### config.mk
export PLATFORM = sky130hd
export DESIGN_NAME = sw_digits_conv
export DESIGN_NICKNAME = d
export VERILOG_FILES = /design/src/rtl/sw_digits_pkg.sv /design/src/rtl/sw_debounce.sv /design/src/rtl/sw_digits_conv.sv
export SDC_FILE = /design/constraint.sdc
export NUM_CORES = 1
export LEC_CHECK = 0
export ABC_AREA = 0
export CAP_MARGIN = 5
export CORE_MARGIN = 2
export CORE_UTILIZATION = 60
export DETAILED_ROUTE_END_ITERATION = 8
export PLACE_DENSITY_LB_ADDON = 0.12
export SLEW_MARGIN = 20
export SYNTH_ARGS = -nofsm -noshare
export SYNTH_HDL_FRONTEND = slang
export SYNTH_SLANG_ARGS = --single-unit
### constraint.sdc
create_clock -name clk -period 4.45 [get_ports clk]
set_input_delay 0.89 -clock clk [delete_from_list [all_inputs] [get_ports clk]]
set_output_delay 0.89 -clock clk [all_outputs]
set_load 0.02 [all_outputs]
### src/rtl/sw_digits_pkg.sv
// Shared types and helpers for the switch-to-digit converter.
// Holds the FSM state encoding and the BCD sizing/adjust functions.
package sw_digits_pkg;

    typedef enum logic [1:0] {
        IDLE  = 2'd0,
        LOAD  = 2'd1,
        SHIFT = 2'd2,
        DONE  = 2'd3
    } conv_state_t;

    // Double-dabble correction applied to one BCD nibble before each shift.
    function automatic logic [3:0] bcd_adj3(input logic [3:0] d);
        return (d >= 4'd5) ? (d + 4'd3) : d;
    endfunction

    // ceil(w*log10(2)) + 1 decimal digits, using log10(2) ~= 0.30103.
    function automatic int unsigned bcd_digits(input int unsigned w);
        return (w * 32'd30103 + 32'd99999) / 32'd100000 + 32'd1;
    endfunction

endpackage

### src/rtl/sw_debounce.sv
// Two-flop synchroniser plus counter-based debouncer for a switch bank.
// The accepted vector only moves after DEB_CYCLES consecutive stable cycles.
module sw_debounce
    import sw_digits_pkg::*;
#(
    parameter int unsigned W          = 16,
    parameter int unsigned DEB_CYCLES = 100000
) (
    input  logic         clk,
    input  logic         reset,
    input  logic [W-1:0] i_sw,
    output logic [W-1:0] o_deb
);

    localparam int unsigned CW = (DEB_CYCLES > 1) ? $clog2(DEB_CYCLES) : 1;

    logic [W-1:0]  r_sync1;
    logic [W-1:0]  r_sync2;
    logic [W-1:0]  r_sync3;
    logic [W-1:0]  r_deb;
    logic [CW-1:0] r_cnt;
    logic [CW-1:0] w_cnt_eff;

    // A fresh change in the synchronised vector restarts the stability count.
    assign w_cnt_eff = (r_sync2 != r_sync3) ? '0 : r_cnt;

    always_ff @(posedge clk) begin
        if (reset) begin
            r_sync1 <= '0;
            r_sync2 <= '0;
            r_sync3 <= '0;
            r_deb   <= '0;
            r_cnt   <= '0;
        end else begin
            r_sync1 <= i_sw;
            r_sync2 <= r_sync1;
            r_sync3 <= r_sync2;
            if (r_sync2 == r_deb) begin
                r_cnt <= '0;
            end else if (w_cnt_eff == CW'(DEB_CYCLES - 1)) begin
                r_deb <= r_sync2;
                r_cnt <= '0;
            end else begin
                r_cnt <= w_cnt_eff + 1'b1;
            end
        end
    end

    assign o_deb = r_deb;

endmodule

### src/rtl/sw_digits_conv.sv
// Debounced switch bank presented as packed hex or BCD display digits.
// A conversion runs whenever the debounced value or the mode departs from the last snapshot.
module sw_digits_conv
    import sw_digits_pkg::*;
#(
    parameter int unsigned SW_W       = 16,
    parameter int unsigned N_DIG      = 8,
    parameter int unsigned DEB_CYCLES = 100000
) (
    input  logic               clk,
    input  logic               reset,
    input  logic [SW_W-1:0]    sw,
    input  logic               bcd_mode,
    output logic [4*N_DIG-1:0] digs,
    output logic               digs_valid,
    output logic               busy,
    output logic               ovf
);

    localparam int unsigned DW      = 4 * N_DIG;
    localparam int unsigned BCD_DIG = bcd_digits(SW_W);
    localparam int unsigned BW      = 4 * BCD_DIG;
    localparam int unsigned HW      = (DW > SW_W) ? DW : SW_W;
    localparam int unsigned XW      = (DW > BW) ? DW : BW;
    localparam int unsigned IW      = $clog2(SW_W + 1);

    conv_state_t       r_state;
    logic              r_pending;
    logic [SW_W-1:0]   r_snap_val;
    logic              r_snap_mode;
    logic [BW-1:0]     r_bcd;
    logic [SW_W-1:0]   r_bin;
    logic [IW-1:0]     r_iter;
    logic [DW-1:0]     r_digs;
    logic              r_digs_valid;
    logic              r_busy;
    logic              r_ovf;

    logic [SW_W-1:0]   w_deb;
    logic              w_trigger;
    logic [BW-1:0]     w_bcd_adj;
    logic [HW-1:0]     w_hex_ext;
    logic [XW-1:0]     w_bcd_ext;
    logic              w_hex_ovf;
    logic              w_bcd_ovf;

    sw_debounce #(
        .W          (SW_W),
        .DEB_CYCLES (DEB_CYCLES)
    ) u_deb (
        .clk   (clk),
        .reset (reset),
        .i_sw  (sw),
        .o_deb (w_deb)
    );

    assign w_trigger = r_pending || (w_deb != r_snap_val) || (bcd_mode != r_snap_mode);

    always_comb begin
        w_bcd_adj = r_bcd;
        for (int unsigned i = 0; i < BCD_DIG; i++) begin
            w_bcd_adj[4*i +: 4] = bcd_adj3(r_bcd[4*i +: 4]);
        end
    end

    // Anything above the low N_DIG digits is overflow in either mode.
    assign w_hex_ext = HW'(r_snap_val);
    assign w_bcd_ext = XW'(r_bcd);
    assign w_hex_ovf = |(w_hex_ext >> DW);
    assign w_bcd_ovf = |(w_bcd_ext >> DW);

    always_ff @(posedge clk) begin
        if (reset) begin
            r_state      <= IDLE;
            r_pending    <= 1'b1;
            r_snap_val   <= '0;
            r_snap_mode  <= 1'b0;
            r_bcd        <= '0;
            r_bin        <= '0;
            r_iter       <= '0;
            r_digs       <= '0;
            r_digs_valid <= 1'b0;
            r_busy       <= 1'b0;
            r_ovf        <= 1'b0;
        end else begin
            r_digs_valid <= 1'b0;
            case (r_state)
                IDLE: begin
                    if (w_trigger) begin
                        r_state <= LOAD;
                        r_busy  <= 1'b1;
                    end
                end
                LOAD: begin
                    r_snap_val  <= w_deb;
                    r_snap_mode <= bcd_mode;
                    r_pending   <= 1'b0;
                    if (bcd_mode) begin
                        r_bcd   <= '0;
                        r_bin   <= w_deb;
                        r_iter  <= '0;
                        r_state <= SHIFT;
                    end else begin
                        r_state <= DONE;
                    end
                end
                SHIFT: begin
                    r_bcd <= {w_bcd_adj[BW-2:0], r_bin[SW_W-1]};
                    r_bin <= r_bin << 1;
                    if (r_iter == IW'(SW_W - 1)) begin
                        r_state <= DONE;
                    end else begin
                        r_iter <= r_iter + 1'b1;
                    end
                end
                DONE: begin
                    if (!r_snap_mode) begin
                        r_digs <= w_hex_ext[DW-1:0];
                        r_ovf  <= w_hex_ovf;
                    end else if (w_bcd_ovf) begin
                        r_digs <= {DW{1'b1}};
                        r_ovf  <= 1'b1;
                    end else begin
                        r_digs <= w_bcd_ext[DW-1:0];
                        r_ovf  <= 1'b0;
                    end
                    r_digs_valid <= 1'b1;
                    r_busy       <= 1'b0;
                    r_state      <= IDLE;
                end
                default: r_state <= IDLE;
            endcase
        end
    end

    assign digs       = r_digs;
    assign digs_valid = r_digs_valid;
    assign busy       = r_busy;
    assign ovf        = r_ovf;

endmodule

==> qor.txt, run 1 <==
Register area - 3443 µm²
Compound-Gate Fraction of Synth Area - 9.445%
First-pass GRT wire length - 24.06 mm
Largest net degree at the start of global routing - 82
Peak Freq - 339.4 MHz
Area growth from synthesis to layout - 14.21%
Clock Tree Root - clkbuf_16
Period minus WS final - 2946 ps
Setup violations, final - 0
Final Power - 3.945 mW
Crit path max fanout - 16
Largest family of logic cells by synthesized area - simple AND/OR/NAND/NOR gates
Routed Wire Length - 14.68 mm
Finished Cell Area - 8578 µm²
Max Slew Vio Count - 0
Top FF cell, synth - dfxtp_1
Initial antenna violation count - 0
Final GP Congestion - 0.8222
Setup Crit Path Kind - reg2reg
Post-DP Area - 8016 µm²
Fin crit share - 66.21%
Placed insts - 962
CTS tree - built
Share of layout cells above drive strength 1 - 7.748%
Vias in the first global route - 5057
R2R setup slack - 1500 ps
Xor/xnor share of the synthesized area - 8.629%
PortBufs - 44
Worst hold stages - 1
N_diodes - 0
Worst min path class - reg2reg
Mean routed wirelength per cell - 14.77 µm
RSZ-0062 raised after global routing - false
EDFF count, synth - 0
Total grt overflow - 0
Rows - 40
Endpoints failing hold - 0
Drt first pass iters - 5
Post-cts hold buffer count - 0
Synthesis-stage register bit count - 172
Hpwl dp - 10.04 mm
Reg2reg path depth - 10
Final ANT Viol Nets - 0
I/O pins - 54
DR DRC count - 0
Mapped Cells - 783
PwrDens - 459.9 nW/µm²
Multi-input logic area - 3782 µm²
Core Region - 12110 µm²
WHS - 436.2 ps
Yosys warning total - 0
Clk buf depth - 2
Critical Path RT - 4760 ps
Final Non-Filler Cells - 994
Die area - 13430 µm²
Vias per std cell - 5.373
Outcome - finished, final reports clean
Chip Width - 115.9 µm
CTS sink cnt - 172
Worst vdd ir - 0.3577 mV
Initial Utilization - 62.01%
CP Capture Type - flop
Clk slew on worst S/H paths - 60 ps
Library cells used by synthesis - 45
1st-iter DRT viols - 339
Number of max-cap violations - 0
Worst Max-Slew Pin Slew - 904.6 ps
Final TNS setup - 0 ps
Postcts setup bufs - 0
Setup Skew - 7.508 ps
Worst rel slew slack - 39.69%
Via count - 5341
P_leak - 3.349 nW
Skew-Pair Late Insertion Delay - 430 ps
Adder-cell share of the synthesized area - 3.332%
CP arrival - 3260 ps
Final net count - 852
Die height - 115.9 µm
Syn_area_per_cell - 9.593 µm²
Fillers - 938
Gr usage total - 22.98%
Netlist Area Pre-Place - 7511 µm²
Simple-gate share of the synthesized area - 19.07%
Mux share of post-synthesis cell area - 9.429%
Total CTS buffers - 17
Sequential share of the synthesized area - 45.84%
Post-cts sizing count - 0
H-tree Lvls - 4
Worst Setup Start Kind - flop
Asr flop ratio synth - 0%
## placed cells by master (no fill, tap or decap), types with 22 or more instances in the layout
| cell type | n |
|---|---|
| nor2b_1 | 66 |
| xnor2_1 | 22 |
| xor2_1 | 52 |
| mux2i_1 | 49 |
| nand2_1 | 33 |
| dfxtp_1 | 172 |
| a21oi_1 | 30 |
| a211oi_1 | 30 |
| clkdlybuf4s50_1 | 43 |
| nor2_1 | 87 |
## path summary, 6_finish.rpt
kind                           from          endpoint
setup / recovery  u_deb.r_sync2[13]   u_deb.o_deb[11]
hold / removal     u_deb.r_sync1[6]  u_deb.r_sync2[6]
setup reg to reg  u_deb.r_sync2[13]   u_deb.o_deb[11]
hold reg to reg    u_deb.r_sync1[6]  u_deb.r_sync2[6]
## critical path, cell delays in order, from the launching register on
cell	delay, ps
dfxtp_1	330
xor2_1	170
nor4_2	330
and4_4	310
and2_1	160
ha_1	200
and3_1	260
nand3_1	140
nor4_4	230
nand3_4	310
mux2_4	390
## flip-flops by register name, summed over array words and instances, names as in the netlist, 5 cells and up
| register | cells |
|---|---|
| digs | 24 |
| r_bcd | 24 |
| u_deb.r_cnt | 17 |
| r_bin | 16 |
| r_snap_val | 16 |
| u_deb.o_deb | 16 |
| u_deb.r_sync1 | 16 |
| u_deb.r_sync2 | 16 |
| u_deb.r_sync3 | 16 |
| r_iter | 5 |
## power by group
| group | internal (mW) | switching, mW | leakage (nW) |
|---|---|---|---|
| logic | 0.319 | 0.501 | 1.68 |
| clock network | 0.786 | 0.605 | 0.266 |
| registers | 1.66 | 0.0722 | 1.40 |
## cells by family after synthesis
group / after synthesis
multiplexers: 65
AND/OR/NAND/NOR: 271
XOR/XNOR: 74
adder cells (fa/ha/maj): 20
buffers and inverters: 71
flip-flops: 172
AO/OA/AOI/OAI: 109
other: 1
## metrics by stage
step | worst slack, ps | util (%)
6_report | 1504 | 70.83
5_1_grt | 1339 | 70.83
4_1_cts | 1510 | 70.83
3_5_place_dp | 1524 | 66.19
3_3_place_gp | 1604 | 66.19
2_1_floorplan | 1828 | -
## layer usage
metal,vias to the layer above,part of all wire [%],GRT usage (%)
li1,2712,-,-
met1,2514,47,30.51
met2,93,48,36.65
met3,22,4.0,4.969
met4,0,1.6,9.365
met5,-,0,0
## cell type report
cell class | instances | share of cell area, %
Multi-Input combinational cell | 548 | 44.09
Sequential cell | 172 | 40.14
Timing Repair Buffer | 52 | 5.805
Clock buffer | 19 | 5.163
Tap cell | 168 | 2.450
Clock inverter | 13 | 1.386
Inverter | 22 | 0.9627
## synthesized netlist by cell type, types with 9 or more instances
cell | count | area (µm²)
a21oi_1 | 30 | 150.1
inv_1 | 21 | 78.83
dfxtp_1 | 172 | 3443
buf_4 | 9 | 67.56
nand3_1 | 20 | 100.1
xor2_1 | 52 | 455.4
nand2_1 | 33 | 123.9
a211oi_1 | 30 | 225.2
nor3_1 | 13 | 65.06
clkbuf_1 | 29 | 108.9
nand2b_1 | 10 | 62.56
a22oi_1 | 9 | 67.56
nor2b_1 | 66 | 412.9
o21ai_0 | 16 | 80.08
mux2_4 | 10 | 150.1
nor2_1 | 87 | 326.6
mux2i_1 | 49 | 490.5
xnor2_1 | 22 | 192.7
ha_1 | 20 | 250.2
(Power assumes the default switching activity.)
==> run 2, diff against run 1 <==
--- a/config.mk
+++ b/config.mk
@@ -8,7 +8,7 @@
 export ABC_AREA = 0
 export CAP_MARGIN = 5
 export CORE_MARGIN = 2
-export CORE_UTILIZATION = 60
+export CORE_UTILIZATION = 53
 export DETAILED_ROUTE_END_ITERATION = 8
 export PLACE_DENSITY_LB_ADDON = 0.12
 export SLEW_MARGIN = 20
==> constraint.sdc (replaced) <==
create_clock -name clk -period 2.4 [get_ports clk]
set_input_delay 0.48 -clock clk [delete_from_list [all_inputs] [get_ports clk]]
set_output_delay 0.48 -clock clk [all_outputs]
set_load 0.02 [all_outputs]
==> qor.txt, run 2 (same netlist as run 1, synthesis figures left out) <==
Outcome - finished with violations
Failing checks - negative setup slack
Final net count - 888
Worst rel slew slack - 62.27%
Max Slew Vio Count - 0
Share of layout cells above drive strength 1 - 12.41%
Setup violations, final - 17
I/O pins - 54
Total grt overflow - 0
Most frequent cells in the layout - dfxtp_1 (171), nor2_1 (87), nor2b_1 (66), xor2_1 (52), mux2i_1 (49)
Core Region - 13880 µm²
Initial Utilization - 54.11%
Fillers - 1129
R2R setup slack - -290 ps
Final Power - 7.456 mW
CP arrival - 3050 ps
Crit path max fanout - 4
Total CTS buffers - 17
Fin crit share - 112.1%
Final GP Congestion - 0.7975
Worst hold stages - 1
Chip Width - 123.0 µm
CP max stage delay - 350 ps
Number of max-cap violations - 0
Most common cell after layout, fill and taps aside - dfxtp_1
Clk buf depth - 2
PortBufs - 44
FF-to-FF Start - u_deb.r_sync2[14]
CP Capture Type - flop
Worst R2R End - u_deb.r_cnt[16]
Mean routed wirelength per cell - 14.99 µm
Vias in the first global route - 5438
P_leak - 3.575 nW
Die area - 15140 µm²
Worst Max-Slew Pin Slew - 558.2 ps
Rows - 43
PwrDens - 831.3 nW/µm²
PnR worst setup slack - -291.0 ps
Gr usage total - 21.94%
Register area - 3445 µm²
Reg2reg path depth - 12
Vias per std cell - 5.293
Clk slew on worst S/H paths - 70 ps
Clock Tree Root - clkbuf_16
Hpwl dp - 10.81 mm
Final ANT Viol Nets - 0
Skew-Pair Late Insertion Delay - 430 ps
Worst vdd ir - 0.6447 mV
Setup Skew - 9.672 ps
Hold EP - u_deb.r_sync2[10]
Setup Crit Path Kind - reg2reg
Worst Setup Start Kind - flop
H-tree Lvls - 4
Area growth from synthesis to layout - 19.41%
RSZ-0062 raised after global routing - true
1st-iter DRT viols - 406
Initial antenna violation count - 0
Period minus WS final - 2691 ps
Via count - 5515
CTS sink cnt - 172
CP max-delay cell - or3_1
CP Cell Sequence - xor2_1 -> nor4_2 -> buf_4 -> and4_4 -> and2_4 -> ha_4 -> and3_4 -> buf_4 -> nand3_1 -> or3_1 -> or3_1 -> a21oi_1
Hold wc startpoint - u_deb.r_sync1[10]
Post-Route Utilization - 64.61%
Die height - 123.0 µm
Critical Path RT - 2760 ps
Endpoints failing hold - 0
Routed Wire Length - 15.62 mm
First-pass GRT wire length - 26.06 mm
CTS tree - built
N_diodes - 0
Largest net degree at the start of global routing - 53
DR DRC count - 0
Drt first pass iters - 6
Multi-input logic area - 3810 µm²
Peak Freq - 371.6 MHz
Worst min path class - reg2reg
## run 2: cell count changes in the layout (fill, tap and decap cells not counted), moves of 2 or more
| cell | change |
|---|---|
| inv_6 | +2 |
| and2_1 | -2 |
| buf_12 | +5 |
| inv_8 | +5 |
| and2_4 | +2 |
| buf_4 | +30 |
| clkinvlp_4 | -2 |
| clkinv_4 | -2 |
## run 2: worst max-delay path by stage
stage / start / to / depth (start not counted)
after floorplan: u_deb.r_sync2[15] / u_deb.o_deb[10] / 11
after global placement: u_deb.r_sync3[8] / u_deb.r_cnt[16] / 11
after detailed placement: u_deb.r_sync2[8] / u_deb.r_cnt[16] / 11
after CTS: u_deb.r_sync2[14] / u_deb.r_cnt[16] / 12
after global routing: u_deb.r_sync2[14] / u_deb.o_deb[7] / 12
final: u_deb.r_sync2[14] / u_deb.r_cnt[16] / 12
## run 2: cell type report
cell class | count | area share [%]
Multi-Input combinational cell | 548 | 42.48
Sequential cell | 172 | 38.41
Timing Repair Buffer | 88 | 9.487
Clock buffer | 17 | 4.743
Tap cell | 180 | 2.511
Clock inverter | 15 | 1.451
Inverter | 22 | 0.9208
## run 2: per-layer routing
layer / track usage [%] / part of all wire [%] / up-vias
met5: 0 / 0 / -
met4: 6.463 / 1.2 / 0
met3: 5.120 / 3.5 / 18
met2: 35.81 / 48 / 106
met1: 29.05 / 47 / 2595
li1: - / - / 2796
## run 2: what timing repair did
action / in CTS / in global routing
setup endpoints to repair: 33 / 33
gates cloned: 1 / 0
gates resized for setup: 2 / 0
buffers inserted: 1 / 2
hold buffers: 0 / 0
pin swaps: 3 / 0
## run 2: critical path: cells and delay by family (launching register included)
kind,cells,cell delay [ps]
adders and majority gates,1,140
AOI/OAI and AO/OA,1,130
and+or+nand+nor,7,1600
DFF,1,330
xor gates and xnor gates,1,160
buffers and inverters,2,270
## run 2: per-stage QoR
step	std cells	worst slack (ps)	cell area (µm²)	hold WS, ps	setup TNS (ps)
after floorplan	791	-117.5	7572	413.8	-1184
after global placement	1006	-178.6	8362	425.9	-2599
after detailed placement	1006	-360.7	8362	424.2	-4806
after CTS	1040	-264.1	8954	439.9	-4154
after global routing	1042	-428.3	8969	457.4	-8630
final	1042	-291.0	8969	438.4	-4314
## run 2: where the power goes
group	switching (mW)	internal [mW]	total [mW]
combinational	0.962	0.682	1.64
clock	1.24	1.37	2.60
sequential	0.129	3.08	3.21
total	2.33	5.13	7.46
